`src/rtl/parity_word_serializer.sv`:
```
// Purpose: serializes 96-bit parity words onto the byte stream and flags the final byte of each 11-word frame.
// Latency: first byte of a word accepted into an empty buffer appears the cycle after acceptance.
// Backpressure: i_output_ready stalls the byte stream; o_input_ready is registered and low while two words are buffered.
// Build option: define PARITY_SER_MSB_FIRST_EN to emit each word most-significant byte first (default is LSB-first).
module parity_word_serializer #(
    parameter int IN_WIDTH        = 96,  // must be an integer multiple of OUT_WIDTH
    parameter int OUT_WIDTH       = 8,
    parameter int WORDS_PER_FRAME = 11
) (
    input  logic                 i_clock,
    input  logic                 i_reset_n,
    input  logic [IN_WIDTH-1:0]  i_input_data,
    input  logic                 i_input_valid,
    output logic                 o_input_ready,
    output logic [OUT_WIDTH-1:0] o_output_data,
    output logic                 o_output_valid,
    output logic                 o_output_last,
    input  logic                 i_output_ready
);
    localparam int BYTES_PER_WORD = IN_WIDTH / OUT_WIDTH;
    localparam int BIDX_W = (BYTES_PER_WORD > 1) ? $clog2(BYTES_PER_WORD) : 1;
    localparam int WIDX_W = (WORDS_PER_FRAME > 1) ? $clog2(WORDS_PER_FRAME) : 1;
    localparam logic [BIDX_W-1:0] BYTE_MAX = BIDX_W'(BYTES_PER_WORD - 1);
    localparam logic [WIDX_W-1:0] WORD_MAX = WIDX_W'(WORDS_PER_FRAME - 1);

    // Two-entry word buffer; head is the word currently being serialized.
    logic [IN_WIDTH-1:0] word_buf [2];
    logic                head_ptr;
    logic                tail_ptr;
    logic [1:0]          count;
    logic [1:0]          count_nxt;

    // Position within the current word and within the frame.
    logic [BIDX_W-1:0]   byte_idx;
    logic [WIDX_W-1:0]   word_idx;
    logic [BIDX_W-1:0]   lane;

    logic                push;
    logic                byte_xfer;
    logic                byte_at_end;
    logic                word_pop;

    // Handshake decode and next buffer occupancy.
    always_comb begin
        o_output_valid = (count != 2'd0);
        push           = i_input_valid && o_input_ready;
        byte_xfer      = o_output_valid && i_output_ready;
        byte_at_end    = (byte_idx == BYTE_MAX);
        word_pop       = byte_xfer && byte_at_end;
        count_nxt      = count;
        if (push && !word_pop) begin
            count_nxt = count + 2'd1;
        end else if (!push && word_pop) begin
            count_nxt = count - 2'd1;
        end
    end

    // Word storage: write the tail entry when a word is accepted; cleared on reset so data never goes X.
    always_ff @(posedge i_clock) begin
        if (!i_reset_n) begin
            word_buf[0] <= '0;
            word_buf[1] <= '0;
        end else if (push) begin
            word_buf[tail_ptr] <= i_input_data;
        end
    end

    // Buffer pointers, occupancy and the registered input-ready (reflects occupancy after this edge).
    always_ff @(posedge i_clock) begin
        if (!i_reset_n) begin
            head_ptr      <= 1'b0;
            tail_ptr      <= 1'b0;
            count         <= 2'd0;
            o_input_ready <= 1'b0;
        end else begin
            if (push) begin
                tail_ptr <= ~tail_ptr;
            end
            if (word_pop) begin
                head_ptr <= ~head_ptr;
            end
            count         <= count_nxt;
            o_input_ready <= (count_nxt != 2'd2);
        end
    end

    // Byte and word position counters advance only on accepted bytes.
    always_ff @(posedge i_clock) begin
        if (!i_reset_n) begin
            byte_idx <= '0;
            word_idx <= '0;
        end else if (byte_xfer) begin
            if (byte_at_end) begin
                byte_idx <= '0;
                word_idx <= (word_idx == WORD_MAX) ? '0 : word_idx + WIDX_W'(1);
            end else begin
                byte_idx <= byte_idx + BIDX_W'(1);
            end
        end
    end

    // Byte lane select from the head word and end-of-frame flag.
    always_comb begin
`ifdef PARITY_SER_MSB_FIRST_EN
        lane = BYTE_MAX - byte_idx;
`else
        lane = byte_idx;
`endif
        o_output_data = word_buf[head_ptr][lane*OUT_WIDTH +: OUT_WIDTH];
        o_output_last = o_output_valid && byte_at_end && (word_idx == WORD_MAX);
    end

endmodule

```
`config.mk`:
```
export PLATFORM = sky130hd
export DESIGN_NAME = parity_word_serializer
export DESIGN_NICKNAME = d
export VERILOG_FILES = /design/src/rtl/parity_word_serializer.sv
export SDC_FILE = /design/constraint.sdc
export NUM_CORES = 1
export LEC_CHECK = 0
export CORE_MARGIN = 8
export CORE_UTILIZATION = 55
export CTS_BUF_LIST = sky130_fd_sc_hd__clkbuf_2 sky130_fd_sc_hd__clkbuf_4 sky130_fd_sc_hd__clkbuf_8
export CTS_CLUSTER_DIAMETER = 30
export DETAILED_ROUTE_END_ITERATION = 10
export GPL_TIMING_DRIVEN = 1
export PLACE_DENSITY = 0.79
export SLEW_MARGIN = 20
export SYNTH_ARGS = -nofsm -noshare
export SYNTH_HDL_FRONTEND = slang
export SYNTH_SLANG_ARGS = --single-unit
```
`constraint.sdc`:
```
create_clock -name i_clock -period 9.55 [get_ports i_clock]
set_clock_uncertainty 0.05 [all_clocks]
set_input_delay 0.955 -clock i_clock [delete_from_list [all_inputs] [get_ports i_clock]]
set_output_delay 0.955 -clock i_clock [all_outputs]
set_load 0.005 [all_outputs]
```
# Word level (Yosys, flattened, before mapping)
# Memory sizes are Yosys's and may differ from the RTL's. A register that Yosys moved wholly into a read port is not among the register bits.
# Index checks and enable logic that the tools add are counted.
[totals]
register_bits = 13
mem_bits_rw = 192
in_bits = 100
output_inout_bits = 11
wordCells = 42
mem_count = 1
[op_classes]
addsub = 4
n_eq_ne = 3
shift = 1
n_mux = 13
n_bitwise = 2
reduce_logical = 12
[mem_list]
columns = ["memory", "words", "width", "rd", "rd_clocked_by_memory_dff", "write_ports", "line_no", "text"]
rows = [
  ["word_buf", 2, 96, 1, 1, 2, "27", "logic [IN_WIDTH-1:0] word_buf [2];"],
]
[op_table]
columns = ["operator", "n"]
rows = [
  ["96-bit 2-to-1 mux", 1],
  ["96-bit OR reduction", 1],
  ["96-bit by 8-bit indexed part select with 8-bit output", 1],
  ["4-bit by 1-bit adder with 4-bit output, second input constant", 2],
  ["4-bit == test, second input constant", 2],
  ["1-bit 2-to-1 mux", 8],
  ["4-bit 2-to-1 mux", 2],
  ["1-bit logical AND", 7],
  ["2-bit 2-to-1 mux", 2],
  ["2-bit by 1-bit adder with 2-bit output, second input constant", 1],
  ["1-bit logical NOT", 2],
  ["2-bit != test, second input constant", 1],
  ["1-bit NOT", 2],
  ["2-bit AND reduction", 1],
  ["2-bit nonzero test", 1],
  ["2-bit by 1-bit subtractor with 2-bit output, second input constant", 1],
]

# Logic depth before layout (Yosys ltp)
# Gate-level depths: netlist (run 1).
[logic_depth]
ltp_word = 7
depth_mapped = 8
mapped_depth_nobuf = 6

# Least setup slack after synthesis (run 1)
# No wires, ideal clock.
[synth_path]
path_kind = "input port to flip-flop"
start = "input port i_input_valid"
end = "memory word_buf[0][0] (enable)"
setup_time_ns = 0.683
t_arrival_ns = 7.837
required_time_ns = 8.817
slack_ns = 0.980
stages = 2
path_buffers = 0
path_cell_list = "nand2_1 o21ai_0"
[synth_lines]
columns = ["element", "line_no", "text"]
rows = [
  ["from (decl)", "13", "input logic i_input_valid,"],
  ["to (decl)", "27", ""],
]

==> run summary, run 1 <==
The synthesized netlist devotes 4.39% of its cell area to compound gates. Power spread over the standard cell area amounts to 192 nW/um2. In the final layout, the share of cells above drive strength 1 is 11.2%. On the critical path the largest part of the delay comes from buffers and inverters.

The congestion estimate from routability-driven global placement came to 0.749. The count of buffers added on input and output ports is 110. The proportion of synthesized flip-flops having asynchronous set or reset came out at 0%. In this run the post-CTS setup repair buffer count came out at 0.

In this run the count of I/O pins placed on the die edge is 111. The first TritonRoute pass finished after 7 iterations. The floorplan has 48 rows. Most common cell after layout, fill and taps aside: sky130_fd_sc_hd__and2_1.

The detailed router finished its first iteration with 442 violations. For the residual DRC count, the log shows 0. The clock period minus worst slack was 4530 ps; the clock latency at the later pin of the worst-skew pair was 530 ps. The setup check on the worst reg-to-reg path leaves a slack of 6340 ps.

By area, the combinational part of the netlist is dominated by simple AND/OR/NAND/NOR gates. TritonCTS built the clock tree. The first global-routing pass estimated 31,800 um of wire. Setup violations remaining at the end of the flow were counted as 0. In this run the standard cell core region covers 17,100 um2. Setup total negative slack on the finished layout was measured at 0 ps.

The analysis attributes to cell leakage a power of 4.15 nW. Static timing analysis puts the maximum clock frequency at 221 MHz. The combined global-route utilization of all metal layers came out at 18.6%. The dominant register cell in the synthesized netlist is sky130_fd_sc_hd__edfxtp_1.

Dividing the final minimum period by the clock period gives 47.5%. The tools report the count of inserted antenna diode cells as 0. Entering global routing, the biggest net connects 98 pins. Across the VDD grid, the largest voltage drop is 0.115 mV.

After detailed routing, the total wire length is 20,300 um. The portion of synthesized area spent on multiplexers is 11.2%. The total overflow left after global routing is 0. In the final design database the tool counted 894 nets. The number of failing hold endpoints at the final stage is 0, and the width of the die is 148 um. From synthesis to final layout, the design area changed by 21.6%. The number of clock buffers added by TritonCTS is 40. The cell area that synthesis handed to floorplanning was 9540 um2. For the starting density of the core, the log shows 55.7%. STA classifies the critical path startpoint as a register. Data arrival time of the critical path: 3530 ps. In this run, distinct cell masters in the synthesized netlist total 44. Via count of the first global-routing pass: 6,232. The startpoint identified for the worst register-to-register timing path is tail_ptr.

The total number of vias is 5,761. The floorplan step defined a die boundary enclosing 21,800 um2. STA classifies the critical path endpoint as an output port. Logic depth of the worst path, buffers included: 5. The number of nets with antenna violations after routing is 0, and the routed length per instance is 19.4 um. The number of buffers on the longest clock path is 3. The worst register-to-register path ends at word_buf[1][7]. Post-CTS repair changed the size of 0 cells. The count of H-tree levels built during CTS is 2.

The library cells used most frequently in the layout, excluding fill and tap cells, are sky130_fd_sc_hd__and2_1, sky130_fd_sc_hd__edfxtp_1, sky130_fd_sc_hd__clkdlybuf4s50_1. For the critical path required time, the log shows 8550 ps. Fraction of synthesized cell area in xor and xnor cells: 0.367%.

In this design, the stage delay of the slowest critical-path cell is 780 ps. The synthesized design contains 192 enable-type register cells. The overall power of the completed layout is 0.00223 W. The worst-path maximum fanout works out to 51.

The tools report the number of max-slew violations in the final report as 0. For the number of antenna violations at the first check in global routing, the log shows 0. The flow ran to the end, and the final reports show no timing, DRC or antenna violations.

The depth of the worst register-to-register path came out at 4. The die height came out at 148 um. The detailed-placement wirelength estimate came out at 13,200 um.

Count of hold-fix buffers inserted at cts: 0. The layout has 1,194 filler cells. After clock tree synthesis, the clock-pin slew on the worst setup and hold paths is 50 ps.

For this design, the sink count on the clock tree is 206. The run gives 33.9% as the worst max-slew margin expressed relative to the limit. The critical path in this run is classified as register to output port.

Summing the sequential cell areas from Yosys gives 63.4% of the chip area. The Yosys step of the flow raised 0 warnings. In this run the clock root is driven by a sky130_fd_sc_hd__clkbuf_8.

The post-detailed-route via-to-cell ratio is 5.50. The signal on the critical path passes through buf_4 > mux4_1 > o211ai_1 > nand3_1 > clkdlybuf4s50_1. The run gives 0 as the number of max-capacitance violations reported. Slew at the pin closest to its max-slew limit: 991 ps. The average cell area after synthesis was 14.1 um2.

The number of nets handed over by synthesis was 778. Following the worst setup path forward leads to its endpoint at o_output_data[5]. Counting flops and latches in the post-synthesis netlist gives 206. Of the total synthesized cell area, the portion taken by AND, OR, NAND and NOR gates is 17.4%. After technology mapping, the gate count stands at 676. Setup repair after global routing left no endpoint under its margin. The buffers plus inverters on the worst setup path is 2.

After Yosys synthesis, full adders, half adders and majority gates account for 0.262% of the synthesized area. The slowest stage of the critical path is the sky130_fd_sc_hd__buf_4 cell. In this run the worst hold path is classified as register to register.
==> cells in the mapped netlist (2+ instances only) <==
cell                         n  area, um2
sky130_fd_sc_hd__a21boi_0    3       22.5
sky130_fd_sc_hd__a21oi_1    10       50.1
sky130_fd_sc_hd__a221oi_2    2       30.0
sky130_fd_sc_hd__a22oi_1    24        180
sky130_fd_sc_hd__and2_1    198       1240
sky130_fd_sc_hd__and3_1      3       18.8
sky130_fd_sc_hd__buf_1       4       15.0
sky130_fd_sc_hd__buf_12      3       60.1
sky130_fd_sc_hd__buf_2       7       35.0
sky130_fd_sc_hd__buf_6       4       45.0
sky130_fd_sc_hd__clkbuf_1   20       75.1
sky130_fd_sc_hd__clkbuf_2    5       25.0
sky130_fd_sc_hd__dfxtp_1    14        280
sky130_fd_sc_hd__edfxtp_1  192       5770
sky130_fd_sc_hd__ha_1        2       25.0
sky130_fd_sc_hd__inv_1       3       11.3
sky130_fd_sc_hd__mux2i_1    66        661
sky130_fd_sc_hd__mux4_1      9        236
sky130_fd_sc_hd__mux4_2      7        158
sky130_fd_sc_hd__nand2_1    14       52.6
sky130_fd_sc_hd__nand2b_1   12       75.1
sky130_fd_sc_hd__nand3_1    22        110
sky130_fd_sc_hd__nand3b_1    2       15.0
sky130_fd_sc_hd__nand4_1     2       12.5
sky130_fd_sc_hd__nor2_1      6       22.5
sky130_fd_sc_hd__nor2_2      2       12.5
sky130_fd_sc_hd__nor2b_1     9       56.3
sky130_fd_sc_hd__o211ai_1    9       67.6
sky130_fd_sc_hd__o21ai_0     5       25.0
sky130_fd_sc_hd__xnor2_1     3       26.3
==> kinds of logic (layout without fill, tap and decap cells) <==
logic type | after synthesis | count (layout)
XOR/XNOR | 4 | 4
multiplexers | 83 | 83
adder cells (fa/ha/maj) | 2 | 2
flip-flops | 206 | 206
buffers and inverters | 48 | 195
AO/OA/AOI/OAI | 58 | 58
AND/OR/NAND/NOR | 275 | 275
==> worst reg2reg max path: cells and delay by family (launching register included) <==
kind	cells	cell delay, ps
buffers and inverters	2	1360
AND/OR/NAND/NOR	2	910
flip-flops	1	470
==> layout make-up <==
type | instances | area [um2] | share of cell area (%)
repair buffers | 119 | 1190 | 10.2
clock buffers | 49 | 624 | 5.38
clock inverters | 24 | 223 | 1.92
flip-flops and latches | 206 | 6050 | 52.1
multi-input cells | 422 | 3230 | 27.8
well taps | 225 | 282 | 2.43
inverters | 3 | 11.3 | 0.0970
==> through the flow <==
step           setup WS [ps]  cell area, um2  hold slack [ps]  util [%]  cells
2_1_floorplan            980            9540              401         -    676
3_3_place_gp            4990           10700              415      62.7    974
3_5_place_dp            4940           10700              432      62.7    974
4_1_cts                 4940           11600              442      67.6   1047
5_1_grt                 4860           11600              483      67.8   1048
6_report                5020           11600              443      67.8   1048
==> layer usage <==
metal	vias to the layer above	part of all wire [%]	global-route usage [%]
li1	2714	-	-
met1	2827	40	22.5
met2	182	51	32.0
met3	38	6.2	3.61
met4	0	2.4	7.45
met5	-	0	0
==> registers in the layout, indices dropped and copies added (netlist names), named ones only <==
name           count
word_buf         192
byte_idx           4
o_input_ready      1
count              2
word_idx           4
head_ptr           1
tail_ptr           1
==> worst min-delay path by stage <==
stage	from	depth (start not counted)	end
2_1_floorplan	count[0]	1	o_input_ready
3_3_place_gp	word_idx[3]	2	word_idx[3]
3_5_place_dp	word_idx[3]	2	word_idx[3]
4_1_cts	word_idx[3]	2	word_idx[3]
5_1_grt	count[0]	1	o_input_ready
6_report	word_idx[3]	2	word_idx[3]
==> report_power, final <==
part	total, W	internal, W	switching [W]
logic	0.000233	0.000118	0.000115
registers	0.00108	0.00106	0.0000257
clock network	0.000914	0.000543	0.000371
total	0.00223	0.00172	0.000512
Power figures use the tool's default switching activity.
==> run 2, diff against run 1 <==
==> constraint.sdc (replaced) <==
create_clock -name i_clock -period 4.3 [get_ports i_clock]
set_clock_uncertainty 0.05 [all_clocks]
set_input_delay 0.43 -clock i_clock [delete_from_list [all_inputs] [get_ports i_clock]]
set_output_delay 0.43 -clock i_clock [all_outputs]
set_load 0.005 [all_outputs]
==> run 2 against run 1 <==
Net effect: clock power increased by 130%; largest cell class unchanged; final cell count decreased by 0.29%; via count increased by 2.1%; sequential share of layout area decreased by 0.25 points; non-clock buffer count increased by 6; die area unchanged.
==> run summary, run 2 (same netlist as run 1, synthesis figures left out) <==
Starting density of the core: 55.7%. The critical path class was register to output port. The overall power of the completed layout is 0.00505 W. The number of buffers on the longest clock path was 3; the maximum number of pins on one net before global-route repair was 97. On the worst path, the slowest cell contributes a delay of 780 ps. Setup repair after global routing left no endpoint under its margin. The minimum setup slack after placement came out at 1260 ps. The peak ir drop on the vdd network was 0.387 mV.

The run gives 0 as the total grt overflow. Depth of the worst register-to-register path: 6. The number of max-slew violations in the final report is 0, and the final critical-path setup slack is 705 ps. From synthesis to final layout, the design area changed by 22.2%. In this run the tool buffered the top-level ports with 110 buffer cells. The repair_antennas step left the layout with diodes totalling 0.

The standby leakage power came out at 4.19 nW. The width of the die was 148 um. The run gives 0 as the number of failing hold endpoints at the final stage. The worst setup path is launched from a register. The final-layout fill cell count is 1,180, and the worst max-slew margin expressed relative to the limit is 39.7%. The total area inside the core boundary comes to 17,100 um2.

After detailed routing, the average wire length per cell comes to 21.0 um. For this block, the routed nets add up to 21,900 um of wire. In this run the number of H-tree levels came out at 2. The proportion of layout cells with a drive suffix above 1 was 11.5%.

The routed layout has 5,883 vias. The number of nets with antenna violations after routing was 0; the logic depth of the worst path, buffers included was 6. The number of cells on the worst hold path was 2; the global-route wire length before repair was 33,900 um.

In this run the register-to-register setup slack is 1880 ps. The run gives 0 as the residual DRC count. In this run, the number of DRC markers left after iteration 0 of detailed routing was 404.

Detailed placement finished with a half-perimeter wire length of 14,200 um. Counting the buffers created by CTS gives 38. The logs give 6,298 for the via count of the first global-routing pass and 0 ps for the sum of negative setup slack. The floorplan has 48 rows.

In the global route stage, overall resource usage came out at 20.0%. The total I/O pin count came out at 111. The signal on the critical path passes through buf_4 > mux2i_1 > a22oi_1 > nand3_1 > nand3_1 > clkdlybuf4s50_1.

The post-detailed-route via-to-cell ratio works out to 5.63. The tools report the global placer's final weighted congestion as 0.805. Across the run, the number of max-cap violations was 0.

TritonCTS built the clock tree. In this design, the largest share of critical-path delay is due to buffers and inverters. Net total in the final layout: 898. In this design, the critical path's most frequently occurring cell is sky130_fd_sc_hd__nand3_1. The top cell types in the final layout, fill and taps aside, are sky130_fd_sc_hd__and2_1, sky130_fd_sc_hd__edfxtp_1, sky130_fd_sc_hd__clkdlybuf4s50_1. The cell sitting at the root of the clock tree is a sky130_fd_sc_hd__clkbuf_8. After detailed placement, the design holds a cell count of 981.

Die footprint: 21,800 um2. In this run the power density over the cells is 433 nW/um2. After clock tree synthesis, the repair step resized 0 gates. In this run the worst hold path is classified as register to register.

The run gives 0 as the number of antenna violations at the first check in global routing. Post-CTS clock slew at the launch and capture registers of the worst setup and hold paths: 60 ps. Counting flops per register, the top entry is word_buf.

The buffers plus inverters on the worst setup path is 2, and the buffers inserted during post-CTS setup optimization is 0. The count of final setup violators is 0. For this run, the top clock speed supported by timing is 278 MHz. The slowest stage of the critical path belongs to the cell sky130_fd_sc_hd__dfxtp_4.

The number of sinks driven by the clock tree is 206, and the clock period minus worst slack is 3590 ps. Leaving out fill and tap cells, the most frequent cell in the layout is sky130_fd_sc_hd__and2_1. The count of hold-fix buffers inserted at cts is 0. The largest registers in the layout are word_buf: 192 flops, byte_idx: 4 flops, word_idx: 4 flops. For this run, the number of standard cells in the final layout without fillers is 1,045.

The floorplan step set the die height to 148 um. For the worst setup path, the data required time is 3820 ps. The first detailed-routing pass ran for 5 iterations.

The final critical-path share of the clock period came out at 83.6%. Data on the critical path arrives at its endpoint at 3110 ps. The slew at the pin closest to its max-slew limit was 902 ps; the clock latency at the later pin of the worst-skew pair was 520 ps. In this run the worst path has a maximum fanout of 37. The tools report the capturing element type of the critical path as an output port.

The flow ran to the end, and the final reports show no timing, DRC or antenna violations. The flip-flop count of the largest register after layout was 192.
run 2: changes by cell type in the layout (fill, tap and decap cells not counted):
cell and delta:
sky130_fd_sc_hd__buf_4 +5, sky130_fd_sc_hd__clkinv_2 +1, sky130_fd_sc_hd__clkbuf_8 +2, sky130_fd_sc_hd__bufinv_16 +2, sky130_fd_sc_hd__clkinvlp_4 -4, sky130_fd_sc_hd__clkinv_1 -5, sky130_fd_sc_hd__buf_16 -1, sky130_fd_sc_hd__clkbuf_4 -5
sky130_fd_sc_hd__buf_12 +2
run 2: where the power goes:
group / internal [W] / switching, W / leakage, nW
Sequential: 0.00234 / 0.0000491 / 2.12
Clock: 0.00130 / 0.000801 / 0.444
Combinational: 0.000270 / 0.000279 / 1.63
run 2: per-stage QoR:
stage                     cell area (um2)  hold WS, ps  util [%]
after floorplan                      9540          401         -
after global placement              10800          415      63.1
after detailed placement            10800          427      63.1
after CTS                           11700          435      68.1
after global routing                11700          464      68.1
final                               11700          444      68.1
run 2: path summary, 6_finish.rpt:
| path | startpoint | to |
|---|---|---|
| max reg2reg | byte_idx[1] | count[0] |
| min reg2reg | word_idx[3] | word_idx[3] |
| min | word_idx[3] | word_idx[3] |
| max | register | o_output_data[2] |
run 2: per-layer routing:
layer | routed length (um) | GRT usage [%] | vias to the layer above | share of wire (%)
met3 | 1420 | 5.32 | 32 | 6.5
li1 | - | - | 2722 | -
met2 | 11200 | 33.9 | 212 | 51
met4 | 512 | 6.94 | 0 | 2.3
met5 | 0 | 0 | - | 0
met1 | 8750 | 24.2 | 2917 | 40
run 2: layout make-up:
type | count | area (um2) | area share (%)
repair buffers | 125 | 1240 | 10.6
multi-input cells | 422 | 3230 | 27.7
clock buffers | 46 | 614 | 5.27
clock inverters | 18 | 239 | 2.05
well taps | 225 | 282 | 2.41
flip-flops and latches | 206 | 6050 | 51.9
inverters | 3 | 11.3 | 0.0966
run 2: worst reg2reg max path: cells and delay by family, from the launching register on:
kind / cells / cell delay (ps)
flops: 1 / 780
fa+ha+maj: 1 / 220
buf+inv: 1 / 260
simple gates: 3 / 840
compound gates: 1 / 170
